**src/rtl/ps2_pkg.sv**
```systemverilog
// Shared PS/2 receive definitions: frame geometry, receiver states and the
// scancodes the input-controller consumers decode.
package ps2_pkg;

  localparam int unsigned FRAME_BITS = 11;
  localparam int unsigned DATA_BITS  = 8;

  typedef enum logic [3:0] {
    ST_IDLE   = 4'b0001,
    ST_DATA   = 4'b0010,
    ST_PARITY = 4'b0100,
    ST_STOP   = 4'b1000
  } ps2_state_e;

  localparam logic [7:0] KEY_0     = 8'h45;
  localparam logic [7:0] KEY_1     = 8'h16;
  localparam logic [7:0] KEY_2     = 8'h1E;
  localparam logic [7:0] KEY_3     = 8'h26;
  localparam logic [7:0] KEY_4     = 8'h25;
  localparam logic [7:0] KEY_5     = 8'h2E;
  localparam logic [7:0] KEY_6     = 8'h36;
  localparam logic [7:0] KEY_7     = 8'h3D;
  localparam logic [7:0] KEY_8     = 8'h3E;
  localparam logic [7:0] KEY_9     = 8'h46;
  localparam logic [7:0] ENTER     = 8'h5A;
  localparam logic [7:0] BACKSPACE = 8'h66;
  localparam logic [7:0] RELEASE   = 8'hF0;
  localparam logic [7:0] EXTENDED  = 8'hE0;

  function automatic logic odd_parity_ok(input logic [7:0] d, input logic p);
    return ^{d, p};
  endfunction

endpackage

```
**src/rtl/ps2_line_filter.sv**
```systemverilog
// Conditions one raw PS/2 line: 2-flop synchroniser, agreement-count glitch
// filter and a registered falling-edge pulse on the filtered level.
module ps2_line_filter
  import ps2_pkg::*;
#(
  parameter int unsigned FILTER_LEN = 8
) (
  input  logic Clock,
  input  logic Reset,
  input  logic line,
  output logic level,
  output logic fall
);

  localparam int unsigned CW = (FILTER_LEN > 1) ? $clog2(FILTER_LEN + 1) : 1;

  logic [1:0]    sync;
  logic [CW-1:0] agree_cnt;

  always_ff @(posedge Clock) begin
    if (Reset) begin
      sync      <= '1;
      level     <= 1'b1;
      agree_cnt <= '0;
      fall      <= 1'b0;
    end else begin
      sync <= {sync[0], line};
      fall <= 1'b0;
      // Level flips on the FILTER_LEN-th consecutive disagreeing sample.
      if (sync[1] != level) begin
        if (agree_cnt == CW'(FILTER_LEN - 1)) begin
          level     <= sync[1];
          agree_cnt <= '0;
          fall      <= level;
        end else begin
          agree_cnt <= agree_cnt + CW'(1);
        end
      end else begin
        agree_cnt <= '0;
      end
    end
  end

endmodule

```
**src/rtl/ps2_rx.sv**
```systemverilog
// PS/2 device-to-host receiver: deserialises 11-bit frames, checks odd parity
// and stop bit, and strobes out each good scancode byte.
module ps2_rx
  import ps2_pkg::*;
#(
  parameter int unsigned FILTER_LEN     = 8,
  parameter int unsigned TIMEOUT_CYCLES = 50000
) (
  input  logic       Clock,
  input  logic       Reset,
  input  logic       PS2_CLK,
  input  logic       PS2_DAT,
  output logic [7:0] data,
  output logic       data_en,
  output logic       parity_err,
  output logic       frame_err
);

  localparam int unsigned TW = $clog2(TIMEOUT_CYCLES + 1);

  logic clk_level, clk_fall, dat_level, dat_fall;

  ps2_line_filter #(.FILTER_LEN(FILTER_LEN)) u_clk_filter (
    .Clock (Clock),
    .Reset (Reset),
    .line  (PS2_CLK),
    .level (clk_level),
    .fall  (clk_fall)
  );

  ps2_line_filter #(.FILTER_LEN(FILTER_LEN)) u_dat_filter (
    .Clock (Clock),
    .Reset (Reset),
    .line  (PS2_DAT),
    .level (dat_level),
    .fall  (dat_fall)
  );

  logic unused_lines;
  assign unused_lines = &{1'b0, clk_level, dat_fall};

  ps2_state_e    state, state_n;
  logic [7:0]    shift, shift_n;
  logic [2:0]    bit_cnt, bit_cnt_n;
  logic          par, par_n;
  logic [TW-1:0] to_cnt, to_cnt_n;
  logic [7:0]    data_n;
  logic          data_en_n, parity_err_n, frame_err_n;

  always_ff @(posedge Clock) begin
    if (Reset) begin
      state      <= ST_IDLE;
      shift      <= '0;
      bit_cnt    <= '0;
      par        <= 1'b0;
      to_cnt     <= '0;
      data       <= '0;
      data_en    <= 1'b0;
      parity_err <= 1'b0;
      frame_err  <= 1'b0;
    end else begin
      state      <= state_n;
      shift      <= shift_n;
      bit_cnt    <= bit_cnt_n;
      par        <= par_n;
      to_cnt     <= to_cnt_n;
      data       <= data_n;
      data_en    <= data_en_n;
      parity_err <= parity_err_n;
      frame_err  <= frame_err_n;
    end
  end

  always_comb begin
    state_n      = state;
    shift_n      = shift;
    bit_cnt_n    = bit_cnt;
    par_n        = par;
    data_n       = data;
    data_en_n    = 1'b0;
    parity_err_n = 1'b0;
    frame_err_n  = 1'b0;

    if (state == ST_IDLE || clk_fall) to_cnt_n = '0;
    else                              to_cnt_n = to_cnt + TW'(1);

    unique case (state)
      ST_IDLE: begin
        if (clk_fall && !dat_level) begin
          state_n   = ST_DATA;
          bit_cnt_n = '0;
        end
      end
      ST_DATA: begin
        if (clk_fall) begin
          shift_n   = {dat_level, shift[7:1]};
          bit_cnt_n = bit_cnt + 3'd1;
          if (bit_cnt == 3'(DATA_BITS - 1)) state_n = ST_PARITY;
        end
      end
      ST_PARITY: begin
        if (clk_fall) begin
          par_n   = dat_level;
          state_n = ST_STOP;
        end
      end
      ST_STOP: begin
        if (clk_fall) begin
          state_n = ST_IDLE;
          if (!dat_level)                    frame_err_n = 1'b1;
          else if (odd_parity_ok(shift, par)) begin
            data_n    = shift;
            data_en_n = 1'b1;
          end else                           parity_err_n = 1'b1;
        end
      end
      default: state_n = ST_IDLE;
    endcase

    // Expiry only when no edge arrives this cycle; an edge always wins.
    if (state != ST_IDLE && !clk_fall && to_cnt == TW'(TIMEOUT_CYCLES - 1)) begin
      state_n     = ST_IDLE;
      shift_n     = '0;
      to_cnt_n    = '0;
      frame_err_n = 1'b1;
    end
  end

endmodule

```
**config.mk**
```make
export PLATFORM = sky130hd
export DESIGN_NAME = ps2_rx
export DESIGN_NICKNAME = d
export VERILOG_FILES = /design/src/rtl/ps2_pkg.sv /design/src/rtl/ps2_line_filter.sv /design/src/rtl/ps2_rx.sv
export SDC_FILE = /design/constraint.sdc
export NUM_CORES = 1
export LEC_CHECK = 0
export ABC_CLOCK_PERIOD_IN_PS = 4100
export CELL_PAD_IN_SITES_DETAIL_PLACEMENT = 0
export CELL_PAD_IN_SITES_GLOBAL_PLACEMENT = 1
export CORE_MARGIN = 5
export CORE_UTILIZATION = 49
export DETAILED_ROUTE_END_ITERATION = 8
export PLACE_DENSITY = 0.93
export SLEW_MARGIN = 20
export SYNTH_ARGS = -nofsm -noshare
export SYNTH_HDL_FRONTEND = slang
export SYNTH_SLANG_ARGS = --single-unit
```
**constraint.sdc**
```tcl
create_clock -name Clock -period 4.1 [get_ports Clock]
set_clock_uncertainty 0.2 [all_clocks]
set_input_delay 0.41 -clock Clock [delete_from_list [all_inputs] [get_ports Clock]]
set_output_delay 0.41 -clock Clock [all_outputs]
set_load 0.005 [all_outputs]
```
# Yosys cells after proc, flatten, opt, wreduce, memory -nomap -nowiden
# Cells that the tools add are included.
dict set report totals {
  regBits 58
  word_cells 78
}
dict set report op_classes {
  reduce_logical 21
  bitwise_logic 6
  muxes 15
  addsub 4
  n_eq_ne 16
}
# cell n
set op_table {}
lappend op_table {{$mux 4} 5}
lappend op_table {{$add 16x1->16 const B} 1}
lappend op_table {{$eq 16x16->1 const B} 1}
lappend op_table {{$pmux 4 s4} 1}
lappend op_table {{$eq 4x3->1 const B} 3}
lappend op_table {{$reduce_or 3->1} 4}
lappend op_table {{$reduce_xor 9->1} 1}
lappend op_table {{$add 4x1->4 const B} 2}
lappend op_table {{$ne 2x1->1 const B} 4}
lappend op_table {{$reduce_and 2->1} 4}
lappend op_table {{$mux 1} 6}
lappend op_table {{$mux 3} 2}
lappend op_table {{$not 1->1} 6}
lappend op_table {{$pmux 3 s2} 1}
lappend op_table {{$reduce_and 5->1} 1}
lappend op_table {{$eq 4x1->1 const B} 1}
lappend op_table {{$eq 4x2->1 const B} 1}
lappend op_table {{$eq 4x4->1 const B} 1}
lappend op_table {{$ne 4x1->1 const B} 1}
lappend op_table {{$reduce_and 4->1} 1}
lappend op_table {{$reduce_or 4->1} 1}
lappend op_table {{$add 3x1->3 const B} 1}
lappend op_table {{$eq 3x3->1 const B} 1}
lappend op_table {{$logic_and 1x1->1} 3}
lappend op_table {{7 further kinds} 9}

# Logic depth before layout (Yosys ltp)
dict set report depth {
  depth_word 4
  ltp_mapped 7
  ltp_nobuf 6
}

# By module
# From an unflattened synthesis, not the netlist that was laid out.
dict set report hier_totals {
  cells_unflattened 278
  area_unflattened_um2 2468.6
}
# module n_inst area_each_um2 cells_per_inst
set by_module_without_submodules {}
lappend by_module_without_submodules {ps2_rx 1 1900.6 224}
lappend by_module_without_submodules {ps2_line_filter 2 284.0 27}

# Worst setup path before layout
# Ideal clock, no wire load.
dict set report synth_timing {
  path_type {register to register}
  from {register state[3]}
  to {register state[2]}
  setup_slack_ns 2.226
  period_less_slack_ns 1.874
  arrival_ns 1.543
  t_required_ns 3.769
  stages_incl_launch_ff 6
  setup_time_ns 0.131
  path_cell_list {dfxtp_1 -> buf_2 -> or4b_2 -> a31oi_2 -> o21bai_1 -> nor3b_2}
}
dict set report synth_via {
  elab_chain_cells 4
  elab_cells_between_ends 15
  cone_classes {eq/ne (10); mux (1); reduce/logical (4)}
}
# element line
set synth_rtl {}
lappend synth_rtl {{start, declared} ps2_rx.sv:42} ;# ps2_state_e state, state_n;
lappend synth_rtl {{start signal, assigned} ps2_rx.sv:62} ;# state <= state_n;
lappend synth_rtl {{parallel branches: the longest is 4 deep, another holds $reduce_and 5->1} -}
# Parallel ways; which one is timed is not known.
# A chain may end at the register's enable or synchronous reset.

# Final worst setup path
dict set report layout_timing {
  from {register u_clk_filter.fall}
  to {register state[2]}
}
dict set report layout_via {
  elab_chain_cells 4
  elab_cells_between_ends 10
  cone_classes {eq/ne (4); reduce/logical (6)}
}
# element line
set layout_rtl {}
lappend layout_rtl {{start, declared} ps2_line_filter.sv:12} ;# output logic fall
lappend layout_rtl {{start signal, assigned} ps2_line_filter.sv:34} ;# fall <= level;
lappend layout_rtl {{parallel branches: the longest is 4 deep, another holds $reduce_and 5->1} -}
# Parallel ways; which one is timed is not known.

==> run_results.csv <==
group,metric,value,unit
worst_setup_path,r2r-end,"state[2]$_SDFFE_PP0P_",
worst_setup_path,crit_buf_inv,0,
detailed_routing,finalWirelength,4090,um
worst_setup_path,end_kind,"register",
power,p_leak,1.00,nW
floorplanning,start_util,49.9,%
synth,ys_top_cells_by_area,"dfxtp_1, xnor2_1, nor2_1, nand2b_1, mux2i_1",
placement,globalplace.congestion,0.803,
detailed_routing,drt_pass1_iterations,4,
sta,min_period,2.18,ns
global_route,use_met3,4.28,%
sta,slew_violations,0,
detailed_routing,dr_total_vias,1818,
global_route,grtUsageMet2,20.2,%
floorplanning,dieArea,6700,um^2
clock_tree,postCtsSetupRepairBufs,0,
synth,synth_area_per_cell,9.17,um^2
worst_setup_path,critical_path.max_fanout,20,
power,power,1.04,mW
sta,slew-limit-headroom,58.0,%
synth,synth.distinct_cells,40,
sta,fmax,459,MHz
worst_setup_path,rr_worst_depth,5,
sta,hold_viol_final,0,
placement,dp_slack,1.93,ns
layout,drive_gt1_share,8.56,%
worst_setup_path,critPathRequiredTime,4.09,ns
clock_tree,cts-root-buf,"clkbuf_8",
detailed_routing,drc,0,
sta,min_period_over_period,53.1,%
global_route,grt_pass1_vias,1670,
global_route,busiest_layer,"met2",
status,status,"finished clean",
clock_tree,hold_buffers,0,
global_route,grt.overflow.total,0,
clock_tree,htree_num_levels,3,
floorplanning,row_count,26,
worst_setup_path,reg2reg_from,"u_clk_filter.fall$_SDFF_PP0_",
layout,fin_cells,362,
detailed_routing,via_per_inst,5.02,
floorplanning,io_pins,15,
floorplanning,die_w,81.9,um
layout,final_cell_mix,"dfxtp_1, nor2_1, nand2_1, xnor2_1, nand3_1",
worst_setup_path,reg2reg_slack,1.92,ns
worst_setup_path,cp.arrival,2.17,ns
clock_tree,worstSkewPairLatency,0.33,ns
sta,setup_viol,0,
global_route,antenna_found_initial,0,
synth,syn_nets,285,
global_route,grt_usage,14.0,%
global_route,grt_first_pass_wirelength,7300,um
worst_setup_path,slowest_stage,"or4b_2",
synth,synth_warnings,0,
min_path,min_path_type,"register to register",
synth,synth_edf_count,0,
global_route,met1_usage,18.4,%
synth,synthCells,276,
power,power_density,363,nW/um^2
layout,layout.cells.most_common,"dfxtp_1",
flow_run,maxCapViolations,0,
clock_tree,clockBufferDepth,2,
worst_setup_path,cp_top_family,"simple AND/OR/NAND/NOR gates",
synth,synth_seq_cells,58,
layout,fin_nets,297,
sta,setup_slack,1.92,ns
synth,ys.flop_type,"dfxtp_1",
clock_tree,numCtsBuffers,9,
min_path,hold_path_end,"u_clk_filter.sync[1]$_SDFF_PP1_",
global_route,grt_max_degree,36,
sta,tns,0,ns
synth,yosys.area.top_type_share,45.9,%
sta,holdWs,0.208,ns
synth,ys_seq_area_share,45.9,%
detailed_routing,antenna_left,0,
synth,yosysTopAreaCell,"dfxtp_1",
worst_setup_path,path_class,"register to register",
worst_setup_path,critPathMaxStageDelay,0.62,ns
sta,grt_setup_unrepaired,"false",
detailed_routing,routedWlPerCell,11.3,um
placement,port_buffers,14,
sta,tightest_slew,0.626,ns
clock_tree,cts_resized,0,
worst_setup_path,start_kind,"register",
worst_setup_path,path_cells,"nor2b_1, or4b_2, a31oi_2, o21bai_1, nor3b_2",
layout,area_growth,13.3,%
floorplanning,coreArea,5070,um^2
layout,n_fill_cell,493,
power,peakVddDrop,0.191,mV
min_path,hp-start,"u_clk_filter.sync[0]$_SDFF_PP1_",
synth,async_reset_ff_share,0,%
min_path,holdPathStages,1,
clock_tree,path_clk_slew,0.06,ns
clock_tree,numClockSinks,58,
clock_tree,cts_tree,"done",
layout,diodes,0,
synth,syn-cell-area,2530,um^2
detailed_routing,drt_iter0_drc,47,
placement,hpwl,2720,um
placement,dp.cells,347,
floorplanning,die_y,81.9,um
routing by layer:
layer	up-vias	part of all wire, %
li1	961	-
met1	825	53
met2	23	41
met3	9	3.8
met4	0	2.0
met5	-	0
worst max path at each step:
| stage | cells after the start | to | slack, ns | startpoint |
|---|---|---|---|---|
| 5_1_grt | 5 | data[0]$_SDFFE_PP0P_ | 1.78 | u_clk_filter.fall$_SDFF_PP0_ |
| 3_3_place_gp | 4 | to_cnt[8]$_SDFF_PP0_ | 1.94 | Reset |
| 6_report | 5 | state[2]$_SDFFE_PP0P_ | 1.92 | u_clk_filter.fall$_SDFF_PP0_ |
| 3_5_place_dp | 4 | to_cnt[9]$_SDFF_PP0_ | 1.93 | Reset |
| 2_1_floorplan | 5 | state[2]$_SDFFE_PP0P_ | 2.23 | state[3]$_SDFFE_PP0P_ |
| 4_1_cts | 5 | state[2]$_SDFFE_PP0P_ | 1.93 | u_clk_filter.fall$_SDFF_PP0_ |
flip-flops by register name, summed over array words and instances, names as in the netlist:
name and count:
bit_cnt 3, data 8, data_en 1, frame_err 1, par 1, parity_err 1, shift 8, state 4
to_cnt 16, u_clk_filter.agree_cnt 4, u_clk_filter.fall 1, u_clk_filter.level 1, u_clk_filter.sync 2, u_dat_filter.agree_cnt 4, u_dat_filter.level 1, u_dat_filter.sync 2
where the power goes:
part           internal (mW)  switching, mW
logic                0.00974        0.00916
clock network          0.246          0.206
registers              0.567        0.00168
total                  0.822          0.217
stage by stage:
step           instance area (um^2)  utilization [%]
2_1_floorplan                  2530                -
3_3_place_gp                   2700             53.1
3_5_place_dp                   2700             53.1
4_1_cts                        2870             56.5
5_1_grt                        2870             56.5
6_report                       2870             56.5
layout make-up:
cell class / count / area, um^2 / share of cell area, %
timing repair buffer: 15 / 148 / 5.15
tap: 70 / 87.6 / 3.06
multi-input combinational: 202 / 1290 / 45.1
clock inverter: 3 / 15.0 / 0.524
clock buffer: 12 / 155 / 5.41
inverter: 2 / 7.51 / 0.262
sequential: 58 / 1160 / 40.5
synth_stat cells (3+ instances only):
cell type  instances
nor2b_1            6
nand4_1            5
nor2_1            31
nand3b_1           3
xnor2_1           19
nand2_1           19
mux2i_1            9
xor2_1             9
a21oi_1           16
buf_2              5
dfxtp_1           58
ha_1               5
and3_1             7
or2_2              4
nand3_1           18
nand2b_1          17
nor4_1             3
o21ai_0            4
nor3_1             5
and4_1             3
clkbuf_1           6
kinds of logic (layout without fill, tap and decap cells):
logic type                 count (synthesis)  after routing  share of synthesized area (%)
DFF                                       58             58                           45.9
muxes                                      9              9                           3.56
xor gates and xnor gates                  29             29                           10.6
AOI/OAI and AO/OA                         25             25                           5.64
and+or+nand+nor                          134            134                           28.7
buffers and inverters                     16             32                           3.07
adders and majority gates                  5              5                           2.47
Note: power is estimated with default switching activity, not from simulation.
